--- src/rtl/wb_lcd_fetch_if.sv ---
// wb_lcd_fetch_if: Wishbone classic read bus plus valid/ready pixel stream for wb_lcd_fetch
interface wb_lcd_fetch_if;
  logic        wb_cyc_o;
  logic        wb_stb_o;
  logic        wb_we_o;
  logic [3:0]  wb_sel_o;
  logic [31:0] wb_adr_o;
  logic [31:0] wb_dat_i;
  logic        wb_ack_i;
  logic [31:0] pix_data;
  logic        pix_valid;
  logic        pix_ready;
  modport master (
    output wb_cyc_o, wb_stb_o, wb_we_o, wb_sel_o, wb_adr_o, pix_data, pix_valid,
    input  wb_dat_i, wb_ack_i, pix_ready
  );
  modport slave (
    input  wb_cyc_o, wb_stb_o, wb_we_o, wb_sel_o, wb_adr_o, pix_data, pix_valid,
    output wb_dat_i, wb_ack_i, pix_ready
  );
endinterface

--- src/rtl/wb_lcd_fetch.sv ---
// wb_lcd_fetch: Wishbone read initiator streaming a word block into a FWFT pixel FIFO; LCD_FETCH_TIMEOUT_EN adds an ack timeout
module wb_lcd_fetch #(
  parameter int FIFO_DEPTH = 8,
  parameter int CNT_W = 16,
  parameter int TMO_CYCLES = 255
) (
  input  logic             clk,
  input  logic             reset,
  input  logic             start,
  input  logic [31:0]      base_addr,
  input  logic [CNT_W-1:0] word_count,
  output logic             busy,
  output logic             done,
  output logic             err,
  wb_lcd_fetch_if.master   bus
);
  localparam int AW = $clog2(FIFO_DEPTH);
  typedef enum logic [1:0] {IDLE, REQ, WAIT_ACK, DRAIN} state_t;
  state_t state, state_n;
  logic [31:0] addr, addr_n;
  logic [CNT_W-1:0] rem, rem_n;
  logic busy_n, done_n, push, pop, tmo_hit;
  logic [31:0] mem [FIFO_DEPTH];
  logic [AW-1:0] rd_ptr, wr_ptr;
  logic [AW:0] cnt;
  assign bus.wb_cyc_o = state == WAIT_ACK;
  assign bus.wb_stb_o = state == WAIT_ACK;
  assign bus.wb_we_o = 1'b0;
  assign bus.wb_sel_o = 4'b1111;
  assign bus.wb_adr_o = addr;
  assign bus.pix_valid = cnt != '0;
  assign bus.pix_data = bus.pix_valid ? mem[rd_ptr] : '0;
  assign push = bus.wb_cyc_o & bus.wb_ack_i;
  assign pop = bus.pix_valid & bus.pix_ready;
`ifdef LCD_FETCH_TIMEOUT_EN
  localparam int TW = $clog2(TMO_CYCLES + 1) < 8 ? 8 : $clog2(TMO_CYCLES + 1);
  logic [TW-1:0] tmo;
  assign tmo_hit = bus.wb_cyc_o & ~bus.wb_ack_i & (tmo == TW'(TMO_CYCLES - 1));
  // Cycles spent waiting on the current ack; restarts for every read
  always_ff @(posedge clk or posedge reset)
    if (reset) tmo <= '0;
    else tmo <= (bus.wb_cyc_o & ~bus.wb_ack_i) ? tmo + TW'(1) : '0;
  // Sticky timeout flag, cleared by a start accepted in IDLE
  always_ff @(posedge clk or posedge reset)
    if (reset) err <= 1'b0;
    else err <= (state == IDLE && start) ? 1'b0 : err | tmo_hit;
`else
  assign tmo_hit = TMO_CYCLES < 0;
  assign err = 1'b0;
`endif
  // FIFO storage; REQ only issues a read with a free entry, so a push never meets a full FIFO
  always_ff @(posedge clk)
    if (push) mem[wr_ptr] <= bus.wb_dat_i;
  // FIFO pointers and occupancy; reset discards buffered words
  always_ff @(posedge clk or posedge reset)
    if (reset) begin
      rd_ptr <= '0;
      wr_ptr <= '0;
      cnt <= '0;
    end else begin
      wr_ptr <= wr_ptr + AW'(push);
      rd_ptr <= rd_ptr + AW'(pop);
      cnt <= cnt + (AW+1)'(push) - (AW+1)'(pop);
    end
  // Control state and block bookkeeping registers
  always_ff @(posedge clk or posedge reset)
    if (reset) begin
      state <= IDLE;
      addr <= '0;
      rem <= '0;
      busy <= 1'b0;
      done <= 1'b0;
    end else begin
      state <= state_n;
      addr <= addr_n;
      rem <= rem_n;
      busy <= busy_n;
      done <= done_n;
    end
  // Next state: one read outstanding at a time, each gated by FIFO space
  always_comb begin
    state_n = state;
    addr_n = addr;
    rem_n = rem;
    busy_n = busy;
    done_n = 1'b0;
    case (state)
      IDLE:
        if (start && word_count != '0) begin
          state_n = REQ;
          addr_n = {base_addr[31:2], 2'b00};
          rem_n = word_count;
          busy_n = 1'b1;
        end else if (start) done_n = 1'b1;
      REQ:
        state_n = cnt != (AW+1)'(FIFO_DEPTH) ? WAIT_ACK : REQ;
      WAIT_ACK:
        if (bus.wb_ack_i) begin
          addr_n = addr + 32'd4;
          rem_n = rem - CNT_W'(1);
          state_n = rem == CNT_W'(1) ? DRAIN : REQ;
        end else if (tmo_hit) state_n = DRAIN;
      DRAIN:
        if (cnt == '0) begin
          state_n = IDLE;
          done_n = 1'b1;
          busy_n = 1'b0;
        end
      default: state_n = IDLE;
    endcase
  end
endmodule
--- src/flat_wrapper.sv ---
// flat-port wrapper written by rule: the top's interface ports become plain ports
module wb_lcd_fetch_flat 
#(
  parameter int FIFO_DEPTH = 8,
  parameter int CNT_W = 16,
  parameter int TMO_CYCLES = 255
)
  (clk, reset, start, base_addr, word_count, busy, done, err, bus_wb_cyc_o, bus_wb_stb_o, bus_wb_we_o, bus_wb_sel_o, bus_wb_adr_o, bus_pix_data, bus_pix_valid, bus_wb_dat_i, bus_wb_ack_i, bus_pix_ready);
  wb_lcd_fetch_if bus_i ();
  input  logic clk;
  input  logic reset;
  input  logic start;
  input  logic [31:0] base_addr;
  input  logic [CNT_W-1:0] word_count;
  output logic busy;
  output logic done;
  output logic err;
  output wire logic [$bits(bus_i.wb_cyc_o)-1:0] bus_wb_cyc_o;
  output wire logic [$bits(bus_i.wb_stb_o)-1:0] bus_wb_stb_o;
  output wire logic [$bits(bus_i.wb_we_o)-1:0] bus_wb_we_o;
  output wire logic [$bits(bus_i.wb_sel_o)-1:0] bus_wb_sel_o;
  output wire logic [$bits(bus_i.wb_adr_o)-1:0] bus_wb_adr_o;
  output wire logic [$bits(bus_i.pix_data)-1:0] bus_pix_data;
  output wire logic [$bits(bus_i.pix_valid)-1:0] bus_pix_valid;
  input wire logic [$bits(bus_i.wb_dat_i)-1:0] bus_wb_dat_i;
  input wire logic [$bits(bus_i.wb_ack_i)-1:0] bus_wb_ack_i;
  input wire logic [$bits(bus_i.pix_ready)-1:0] bus_pix_ready;
  assign bus_wb_cyc_o = bus_i.wb_cyc_o;
  assign bus_wb_stb_o = bus_i.wb_stb_o;
  assign bus_wb_we_o = bus_i.wb_we_o;
  assign bus_wb_sel_o = bus_i.wb_sel_o;
  assign bus_wb_adr_o = bus_i.wb_adr_o;
  assign bus_pix_data = bus_i.pix_data;
  assign bus_pix_valid = bus_i.pix_valid;
  assign bus_i.wb_dat_i = bus_wb_dat_i;
  assign bus_i.wb_ack_i = bus_wb_ack_i;
  assign bus_i.pix_ready = bus_pix_ready;
  wb_lcd_fetch #(.FIFO_DEPTH(FIFO_DEPTH), .CNT_W(CNT_W), .TMO_CYCLES(TMO_CYCLES)) u_core (.clk(clk), .reset(reset), .start(start), .base_addr(base_addr), .word_count(word_count), .busy(busy), .done(done), .err(err), .bus(bus_i));
endmodule
--- config.mk ---
export PLATFORM = sky130hd
export DESIGN_NAME = wb_lcd_fetch_flat
export DESIGN_NICKNAME = d
export VERILOG_FILES = /design/src/rtl/wb_lcd_fetch_if.sv /design/src/rtl/wb_lcd_fetch.sv /design/src/flat_wrapper.sv
export SDC_FILE = /design/constraint.sdc
export NUM_CORES = 1
export LEC_CHECK = 0
export BUFFER_PORTS_ARGS = -buffer_cell sky130_fd_sc_hd__buf_2
export CAP_MARGIN = 0
export CORE_MARGIN = 2
export CORE_UTILIZATION = 50
export DETAILED_ROUTE_END_ITERATION = 6
export GPL_TIMING_DRIVEN = 1
export PLACE_DENSITY_LB_ADDON = 0.12
export SETUP_SLACK_MARGIN = 0.4
export SYNTH_ARGS = -nofsm -noshare
export SYNTH_HDL_FRONTEND = slang
export SYNTH_SLANG_ARGS = --single-unit
--- constraint.sdc ---
create_clock -name clk -period 3.8 [get_ports clk]
set_clock_uncertainty 0.1 [all_clocks]
set_input_delay 0.76 -clock clk [delete_from_list [all_inputs] [get_ports clk]]
set_output_delay 0.76 -clock clk [all_outputs]
set_load 0.005 [all_outputs]
-- Yosys cells after proc, flatten, opt, wreduce, memory -nomap -nowiden
Memory sizes are Yosys's and may differ from the RTL's.
Cells that the tools add are included.
- equality and inequality tests: 8
- reduce and logical (&&, ||, !) cells: 10
- bitwise operators: 2
- add/subtract/negate cells: 6
- multiplexer cells: 22
- operators with widths (kind ; number):
    $mux 32 ; 3
    $pmux 32 s2 ; 1
    $add 32x3->32 const B ; 1
    $mux 16 ; 2
    $pmux 16 s2 ; 1
    $eq 16x1->1 const B ; 1
    $reduce_bool 16->1 ; 1
    $sub 16x1->16 const B ; 1
    $mux 2 ; 5
    $reduce_and 3->1 ; 3
    $pmux 2 s4 ; 1
    $mux 1 ; 7
    $add 3x1->3 ; 2
    $add 4x1->4 ; 1
    $eq 2x2->1 const B ; 2
    $logic_not 4->1 ; 1
    $ne 2x1->1 const B ; 2
    $ne 4x4->1 const B ; 1
    $pmux 1 s2 ; 2
    $reduce_bool 2->1 ; 2
    $reduce_bool 4->1 ; 1
    $sub 4x1->4 ; 1
    $and 1x1->1 ; 2
    $eq 2x1->1 const B ; 1
    other kinds (3) ; 3
- memories: 1
- register bits: 62
- bits in writable memories: 256
- output and inout port bits: 75
- bits of input ports: 85
- memories (memory ; words ; width ; rd ports ; clocked after memory_dff ; write ports ; RTL line ; RTL):
    u_core.mem ; 8 ; 32 ; 1 ; 0 ; 1 ; wb_lcd_fetch.sv:23 ; logic [31:0] mem [FIFO_DEPTH];

-- Depth between registers and ports, before layout
Gate-level depths: netlist (run 1).
- depth after elaboration: 4
- gate-level depth with buffers: 12
- depth with buffers taken out: 11

-- Least setup slack after synthesis (run 1)
No wires, ideal clock.
- kind: register to register
- start: register u_core.state[0]
- end: memory u_core.mem[0][0], enable pin
- arrival: 3.482 ns
- cell stages (with the launch flop): 7
- buffers on the path: 1
- period minus slack after synthesis: 4.044 ns
- setup slack: -0.244 ns
- cell sequence: dfrtp_1 -> inv_1 -> ha_1 -> buf_2 -> nand2_1 -> or2_2 -> nor3_1
- longest elaborated chain between the ends: 4
- ends and longest elaborated chain (what ; RTL line ; RTL):
    start, declared ; wb_lcd_fetch.sv:19 ; state_t state, state_n;
    start signal, assigned ; wb_lcd_fetch.sv:74 ; state <= state_n;
    $eq 2x2->1 ; wb_lcd_fetch.sv:26 ; assign bus.wb_cyc_o = state == WAIT_ACK;
    via bus_wb_cyc_o ; flat_wrapper.sv:18 ; output wire logic [$bits(bus_i.wb_cyc_o)-1:0] bus_wb_cyc_o;
    $and 1x1->1 ; wb_lcd_fetch.sv:33 ; assign push = bus.wb_cyc_o & bus.wb_ack_i;
    $mux 1 ; wb_lcd_fetch.sv:53 ; if (push) mem[wr_ptr] <= bus.wb_dat_i;
    $mux 1 (not written as such) ; wb_lcd_fetch.sv:53 ;
    end, declared ; wb_lcd_fetch.sv:23 ;
The timed path passes the listed nets, and every way through them passes these cells.

-- Worst setup path in the final report (run 1)
- start: register u_core.rd_ptr[1]
- end: output port bus_pix_data[22]
- longest elaborated chain between the ends: 2
- ends and longest elaborated chain (what ; RTL line ; RTL):
    start, declared ; wb_lcd_fetch.sv:24 ; logic [AW-1:0] rd_ptr, wr_ptr;
    start signal, assigned ; wb_lcd_fetch.sv:62 ; rd_ptr <= rd_ptr + AW'(pop);
    $mem_v2 8x32 ; -- ;
    $mux 32 ; wb_lcd_fetch.sv:32 ; assign bus.pix_data = bus.pix_valid ? mem[rd_ptr] : '0;
    end, declared ; flat_wrapper.sv:23 ; output wire logic [$bits(bus_i.pix_data)-1:0] bus_pix_data;
No other way between the ends.

==> summary by stage, run 1 <==
Cells and area
Relative to the synthesized area, the layout overhead comes to 17.5%. Excluding fillers, the count of instances in the completed layout stands at 1380. The total inserted antenna cells is 0. The fraction of final layout cells with drive strength greater than 1 is 29.5%. The finished layout cell area is 15800 sq um. The number of inserted filler cells in the final layout is 2079. At the end of the flow, the number of nets in the layout was 1118.

Routing
In the routed layout, each cell is associated on average with a via count of approximately 5.7. For this block, the initial DRC count from the detailed router was 539. The first detailed-routing pass ran for 4 iterations. The count of nets left with antenna violations once routing finished came out at 0. Dividing the detail-routed wire length by the instance count gives 20.9 microns. The via total after detailed routing is around 7900.

For this block, the routed nets add up to between 20000 and 30000 microns of wire. In the routed design, unresolved DRC markers number 0.

Logic synthesis
The synthesized design spends more area on one cell type than any other, namely edfxtp_1. The XOR/XNOR share of the synthesized area is 0.260%. In this run the cell area of the synthesized design comes to 13500 sq um. The dominant register cell in the synthesized netlist is edfxtp_1.

The count of mapped cells out of synthesis is 858. After synthesis, the netlist uses 52 different library cells. After synthesis, the largest family of logic cells by area is multiplexers.

The fraction of the mapped netlist area in compound gates is 7.15%. The proportion of synthesized flip-flops having asynchronous set or reset is between 10% and 20%. Synthesis inferred 316 register bits.

The average cell area after synthesis is 15.7 sq um. After Yosys synthesis, full adders, half adders and majority gates account for 1.82% of the synthesized area. The Yosys step of the flow raised 0 warnings.

The number of flops mapped to enable cells by yosys is 256. After synthesis, the largest area contributor takes up between 50% and 60% of total cell area. The proportion of synthesized area in mux cells is a little over an eighth.

Sorting the synthesized cells by area gives the leading types as edfxtp_1 (57%), dfrtp_1 (11%), mux4_2 (11%). The sequential fraction of the synthesis area is about 70%. After Yosys synthesis, and, or, nand and nor cells account for 6.81% of the synthesized area.

Timing
The shortest clock period the worst path allows after layout is around 3.2 ns. The max-slew violation total from the final report was 0. The maximum achievable frequency is 315 MHz. The final number of hold-violating endpoints came to 0. The setup violation total in the final timing report is 0.

The relative max-transition margin is 48.1%. Adding up every negative setup slack in the final design gives 0 ns. The actual slew at the worst max-slew pin is 0.778 ns. Setup repair after global routing left no endpoint under its margin. The final worst-path cycle share is 83.7%.

Placed design
At the end of routability-driven placement, the weighted congestion stood at 0.801. The placed instances occupy a cell area of approximately 15000 sq um. The number of placed instances, taps included, is 1319.

The count of buffers from port buffering is approximately 150. Detailed placement ended at an HPWL of approximately 17000 microns.

Worst setup path
The critical register-to-register path startpoint is u_core.state[0]$_DFFE_PP0P_. The path depth of the worst reg2reg path is 7. The top fanout value on the critical path is 24. The register-to-register setup slack is 1.12 ns. The slowest stage of the critical path is the dfrtp_2 cell. At the worst endpoint, the arrival time is ~2.3 ns.

The critical path goes through buf_4 > mux4_2 > mux2i_1 > nor2_1 > buf_2. The kind of critical path is flop to output port. The critical path's largest stage delay is between 0.6 and 0.7 ns. The buffering stage count on the worst path with inverters included is 2.

The critical path depth is 5. Grouping stages by cell kind, the critical path spends the most delay in flip-flops. STA classifies the critical path startpoint as a flop.

The critical register-to-register path endpoint is u_core.mem[7][25]$_DFFE_PP_. The kind of end point of the critical path is an output port. The required time reported for the critical path endpoint is 2.94 ns.

Floorplanning
For this configuration, the core starts out at a cell density of roughly 50%. The number of top-level pins is 160. The horizontal extent of the die is 168 microns. The die is 168 microns tall.

The area of the die is roughly 28000 sq um. The number of placement rows is 60. The region available for standard cell placement spans 26700 sq um.

Clock tree
The hold buffer count at CTS is 0. The number of clock sinks is 316. The maximum clock path buffer count is 3. The number of CTS-inserted buffers is 34. The clock tree from TritonCTS is yes. Clock-pin slew was measured on the worst setup and hold paths at 0.06 ns. The worst-skew pair later-pin latency is 0.50 ns. The tree is rooted in a clkbuf_16. The number of setup buffers added after CTS is 0.

The number of gates resized after cts is 0. The depth of the CTS H-tree is 2.

GRT
Entering global routing, the biggest net connects 60 pins. The first global-routing pass estimated roughly 45000 microns of wire. Summed over all layers, the global routing overflow is 0.

The number of global-route vias before repair was 7852. The overall fraction of global-route tracks in use is 20.7%. The number of antenna violations at the first check in global routing is 1.

Pwr
Power comes to 11.5 mW. In this run the power density over the cells is between 700 and 800 nW/um^2. The worst-case vdd ir drop is ~0.48 mV. The analysis attributes to cell leakage a power of 5.69 nW.

Flow run
The number of max-cap violations is 0.

Status
The run finished with clean final reports.

Hold path
The path class of the tightest hold or removal check is primary input to async pin.
[cells in the final DEF, fill, tap and decap left out, drive strengths merged, types with 6 or more instances in the layout]
cell type,instances
edfxtp,256
buf,174
mux4,64
dfrtp,60
a21oi,59
clkbuf,49
nor2,48
nand2,44
mux2i,34
o21ai,34
nand3,28
a2bb2oi,20
inv,20
ha,18
o22ai,16
nand4,13
and3,10
clkinv,10
conb,8
nor3,7
and4,6
nor4,6
o22a,6
[registers in the layout, indices dropped and copies added (netlist names)]
register / count
u_core.bus.wb_adr_o: 30
u_core.busy: 1
u_core.cnt: 4
u_core.done: 1
u_core.mem: 256
u_core.rd_ptr: 3
u_core.rem: 16
u_core.state: 2
u_core.wr_ptr: 3
[through the flow]
stage | utilization, % | setup slack, ns | hold WS, ns
3_5_place_dp | 55.3 | 0.714 | 0.375
2_1_floorplan | - | 0.618 | 0.352
5_1_grt | 59.3 | 0.454 | 0.274
4_1_cts | 59.3 | 0.548 | 0.242
6_report | 59.3 | 0.620 | 0.234
3_3_place_gp | 55.3 | 0.719 | 0.370
[cells by family after synthesis]
group | count (synthesis)
adder cells (fa/ha/maj) | 19
AND/OR/NAND/NOR | 184
multiplexers | 98
flip-flops | 316
XOR/XNOR | 4
AO/OA/AOI/OAI | 156
other | 2
buffers and inverters | 79
[Yosys cell counts (3+ instances only)]
cell type and count:
or3_1 3, inv_1 19, nand2b_1 5, and3_1 10, and4_1 6, a31oi_1 4, xor2_1 4, mux4_2 64
nor4_1 5, clkbuf_1 29, nand3_1 28, nor2b_1 5, buf_2 13, buf_4 9, buf_1 9, a2bb2oi_1 20
ha_1 18, o22a_1 5, dfrtp_1 60, o22ai_1 16, nor3_1 6, edfxtp_1 256, nand4_1 13, nand2_1 44
mux2i_1 34, nor2_1 48, a21oi_1 59, o32ai_1 3, o21ai_0 33
[worst max path at each step]
stage                                                      to                        start
after floorplan                    u_core.mem[2][0]$_DFFE_PP_  u_core.state[0]$_DFFE_PP0P_
after global placement    u_core.bus.wb_adr_o[16]$_DFFE_PP0P_                word_count[9]
after detailed placement  u_core.bus.wb_adr_o[16]$_DFFE_PP0P_                word_count[9]
after CTS                                    bus_pix_data[22]   u_core.rd_ptr[1]$_DFF_PP0_
after global routing                         bus_pix_data[25]   u_core.rd_ptr[1]$_DFF_PP0_
final                                        bus_pix_data[22]   u_core.rd_ptr[1]$_DFF_PP0_
[cell type report]
type	count	area, sq um	area share [%]
tap	341	427	2.69
clock inverter	12	80.1	0.505
clock buffer	49	978	6.17
multi-input combinational	469	4060	25.6
inverter	19	71.3	0.450
sequential	316	9200	58.0
timing repair buffer	174	1030	6.52
[layer usage]
metal,vias to the layer above,track usage (%),routed length (microns)
li1,3699,-,-
met1,3958,29.7,13100
met2,209,33.4,13800
met3,46,3.81,1470
met4,2,4.69,478
met5,-,0,7
[where the power goes]
group / switching (mW) / leakage, nW / internal (mW)
clock network: 1.26 / 0.519 / 1.85
logic: 1.88 / 2.19 / 1.81
registers: 0.509 / 2.98 / 4.14
(Power assumes the default switching activity.)
==> run 2: changes to the inputs <==
--- a/config.mk
+++ b/config.mk
@@ -5,6 +5,7 @@
 export SDC_FILE = /design/constraint.sdc
 export NUM_CORES = 1
 export LEC_CHECK = 0
+export ABC_AREA = 1
 export BUFFER_PORTS_ARGS = -buffer_cell sky130_fd_sc_hd__buf_2
 export CAP_MARGIN = 0
 export CORE_MARGIN = 2
==> constraint.sdc (replaced) <==
create_clock -name clk -period 2.75 [get_ports clk]
set_clock_uncertainty 0.1 [all_clocks]
set_input_delay 0.55 -clock clk [delete_from_list [all_inputs] [get_ports clk]]
set_output_delay 0.55 -clock clk [all_outputs]
set_load 0.005 [all_outputs]
==> run 2 against run 1 <==
The run now ends with design-rule violations, negative setup slack left. Via count rose by 40%. Synthesized area is 7.1% higher. Synthesized cell count rose by 72%. Critical path depth increased by 2. Utilization grew 3.2 points. Sequential share of layout area decreased by 6.5 points. Sequential power increased by 38%. Die area increased by 6.9%. Non-clock buffer count increased by 33. First-iteration DRC count rose by 69%. Global-route usage up 2.7 points. Critical endpoint is now bus_pix_data[2]. Highest routed layer is now met4.
==> summary by stage, run 2 <==
Status
The run finished, with violations left. The final reports fail on design-rule violations, negative setup slack.

Timing
The worst setup slack after layout is -0.0650 ns. The maximum achievable frequency is roughly 360 MHz. The max-slew violation total from the final report was 0. Subtracting the final worst setup slack from the clock period gives 2.82 ns. The actual slew at the worst max-slew pin is just over 0.6 ns. Setup violations remaining at the end of the flow were counted as 15. The relative max-transition margin is 59.1%. The worst hold-check slack is between 0.003 and 0.004 ns.

The final number of hold-violating endpoints was 0. The final worst-path cycle share is 102%. Setup repair after global routing could not meet its margin everywhere.

The sum of negative setup slack is -0.235 ns.

Worst setup path
The cell repeated most along the worst path is o21ai_1. The signal on the critical path passes through buf_12 > clkbuf_16 > o21ai_0 > o21ai_1 > o21ai_1 > nor2_1 > buf_2. The worst setup path is of the flop to output port kind. The buffering stage count on the worst path with inverters included is 3. On the worst path, the slowest cell contributes a delay of 0.60 ns. Data arrives at the worst endpoint at roughly 2.2 ns. The kind of end point of the critical path is an output port. In this run the worst path has a maximum fanout of 7.

The cell type of the slowest stage on the worst timing path is dfrtp_4. The gate family responsible for the most delay along the worst path is flip-flops. The required time reported for the critical path endpoint is 2.10 ns. The worst setup path is launched from a flop.

Clock tree
The H-tree generated during clock tree synthesis spans 2 levels. The number of CTS-inserted buffers is 35. CTS saw 316 sinks. The clock tree from TritonCTS is yes. The maximum clock path buffer count is 3. After clock tree synthesis, the clock-pin slew on the worst setup and hold paths is 0.06 ns.

The clock reaches the later pin of the worst-skew pair after 0.52 ns. The cell at the root of the clock tree is clkbuf_16.

Floorplanning
Once the floorplan was initialized, standard cells occupied 50.6% of the core. The number of top-level pins is 160. The initialized floorplan defines 62 standard-cell rows. The die is ~170 microns wide.

The die height is 174 microns. The area of the die is about 30000 sq um. In this run the standard cell core region covers 28500 sq um.

GRT
The first-pass GRT wire length is 55400 microns. The number of global-route vias before repair came to around 10000. The overall fraction of global-route tracks in use is 23.4%.

For this run the aggregate overflow at the end of global routing stands at 0. The largest net degree at the start of global routing is 45. The number of antenna violations at the first check in global routing is 0.

Logic synthesis
Sorting the synthesized cells by area gives the leading types as edfxtp_1 (53%), dfrtp_1 (10%), nor2_1 (10%). The sequential fraction of the synthesis area is 63.6%. Yosys instantiated no cell more often than nor2_1. After synthesis the netlist holds a flip-flop and latch count of 316. The number of warnings printed during yosys synthesis is 0. The dominant register cell in the synthesized netlist is edfxtp_1. Synthesis produced 1477 cells. The synthesized design devotes to its leading area cell type between 50 and 60% of total area. Synthesis instantiated 30 different standard cells from the library. The average instance in the mapped netlist occupies between 9 and 10 sq um. The cell area after technology mapping is 14400 sq um.

The largest total area in the synthesized netlist belongs to edfxtp_1. The number of flops mapped to enable cells by yosys is approximately 260. Counting flops with an async set or reset pin after synthesis yields a share of 19.0%. Sorting the synthesized cells by how often they occur yields nor2_1 (385), nand2_1 (288), edfxtp_1 (256).

Cells and area
The library cell used most frequently in the layout, excluding fill and tap cells, is nor2_1. The total number of nets in the final design is 1752. The fraction of final layout cells with drive strength greater than 1 is about 20%. The number of non-filler instances in the completed layout is just over 2000.

The library cells used most frequently in the layout, excluding fill and tap cells, are nor2_1 (343), nand2_1 (287), edfxtp_1 (256). The area overhead of the layout relative to synthesis is 23.5%. The repair_antennas step left the layout with diodes totalling 0.

Cells fill 62.5% of the core in the end. The finished layout cell area is 17800 sq um. The register with the most flip-flops is u_core.mem.

The number of flip-flops in the largest register is ~260.

Routing
The final route contains 11100 vias. The number of optimization iterations in the first detailed-route pass is 7. The detail route stage leaves a number of antenna-violating nets equal to 0.

The routed wire length is around 37000 microns. The routed length per placed instance is 18.0 microns. After detailed routing, the number of vias per cell comes to between 5 and 6. The number of DRC markers after the initial detailed-route iteration is 910. The number of design rule violations left after detail routing is 2.

Hold path
The class of the most critical hold timing path is primary input to async pin.

Placed design
The post-detailed-placement half-perimeter wirelength is 20300 microns. Timing analysis after detailed placement gives a worst setup slack of 0.447 ns. Buffers placed on the I/O ports in this run total 149. After detailed placement, the design holds a cell count of about 2000. The area after detailed placement is 15800 sq um. At the end of routability-driven placement, the weighted congestion stood at 0.914.

Pwr
In this run the power density over the cells is 1070 nW/um^2. The leakage power summed over all cells is slightly below 7 nW. The design draws around 19 mW.

The worst-case vdd ir drop is ~0.76 mV.

Flow run
Across the run, the number of max-cap violations was 0.
run 2: power breakdown:
part | internal, mW | switching, mW
logic | 3.39 | 4.76
registers | 5.74 | 0.670
clock network | 2.64 | 1.89
total | 11.8 | 7.32
run 2: logic make-up (layout without fill, tap and decap cells):
family	Yosys count	in the layout	share of synthesized area, %
AND/OR/NAND/NOR	751	751	20.5
other	2	8	0.0520
AO/OA/AOI/OAI	245	245	9.45
XOR/XNOR	4	4	0.243
flip-flops	316	316	63.6
adder cells (fa/ha/maj)	19	19	1.70
buffers and inverters	140	330	4.39
run 2: repair_timing:
action	4_1_cts	5_1_grt
hold buffers	0	0
endpoints found under the setup margin	34	84
buffers inserted	5	1
pin swaps	8	44
endpoints found under the hold margin	0	0
resized for setup	95	94
cloned	6	12
run 2: path summary, 6_finish.rpt:
kind | depth (start not counted) | to | from | slack [ns]
setup / recovery | 7 | bus_pix_data[2] | u_core.rd_ptr[0]$_DFF_PP0_ | -0.07
hold / removal | 2 | u_core.bus.wb_adr_o[7]$_DFFE_PP0P_ | reset | 0.004
setup reg to reg | 10 | u_core.cnt[2]$_DFF_PP0_ | u_core.cnt[2]$_DFF_PP0_ | 0.57
max in group asynchronous | 3 | u_core.bus.wb_adr_o[26]$_DFFE_PP0P_ | reset | 1.91
min in group clk | 1 | u_core.mem[1][29]$_DFFE_PP_ | bus_wb_dat_i[29] | 0.18
hold reg to reg | 2 | u_core.busy$_DFFE_PP0P_ | u_core.busy$_DFFE_PP0P_ | 0.39
run 2: final cells by class:
class / instances / area (sq um)
Timing Repair inverter: 1 / 8.76
Clock inverter: 24 / 224
Fill cell: 2377 / 10700
Clock buffer: 38 / 887
Sequential cell: 316 / 9200
Timing Repair Buffer: 207 / 1730
Inverter: 60 / 243
Multi-Input combinational cell: 1027 / 5060
Tap cell: 384 / 480
run 2: worst reg2reg max path, stage by stage (launching register included):
cell,delay (ns)
dfrtp_1,0.36
inv_1,0.11
ha_1,0.16
nand2_1,0.09
inv_1,0.12
nor2_1,0.09
ha_1,0.28
inv_1,0.04
ha_1,0.20
fa_1,0.38
xor2_1,0.15
run 2: layer usage:
layer / routed length, microns / GRT usage [%] / up-vias
li1: - / - / 5372
met1: 15500 / 30.6 / 5240
met2: 17800 / 39.0 / 425
met3: 2520 / 4.29 / 80
met4: 1100 / 9.31 / 0
met5: 0 / 0 / -
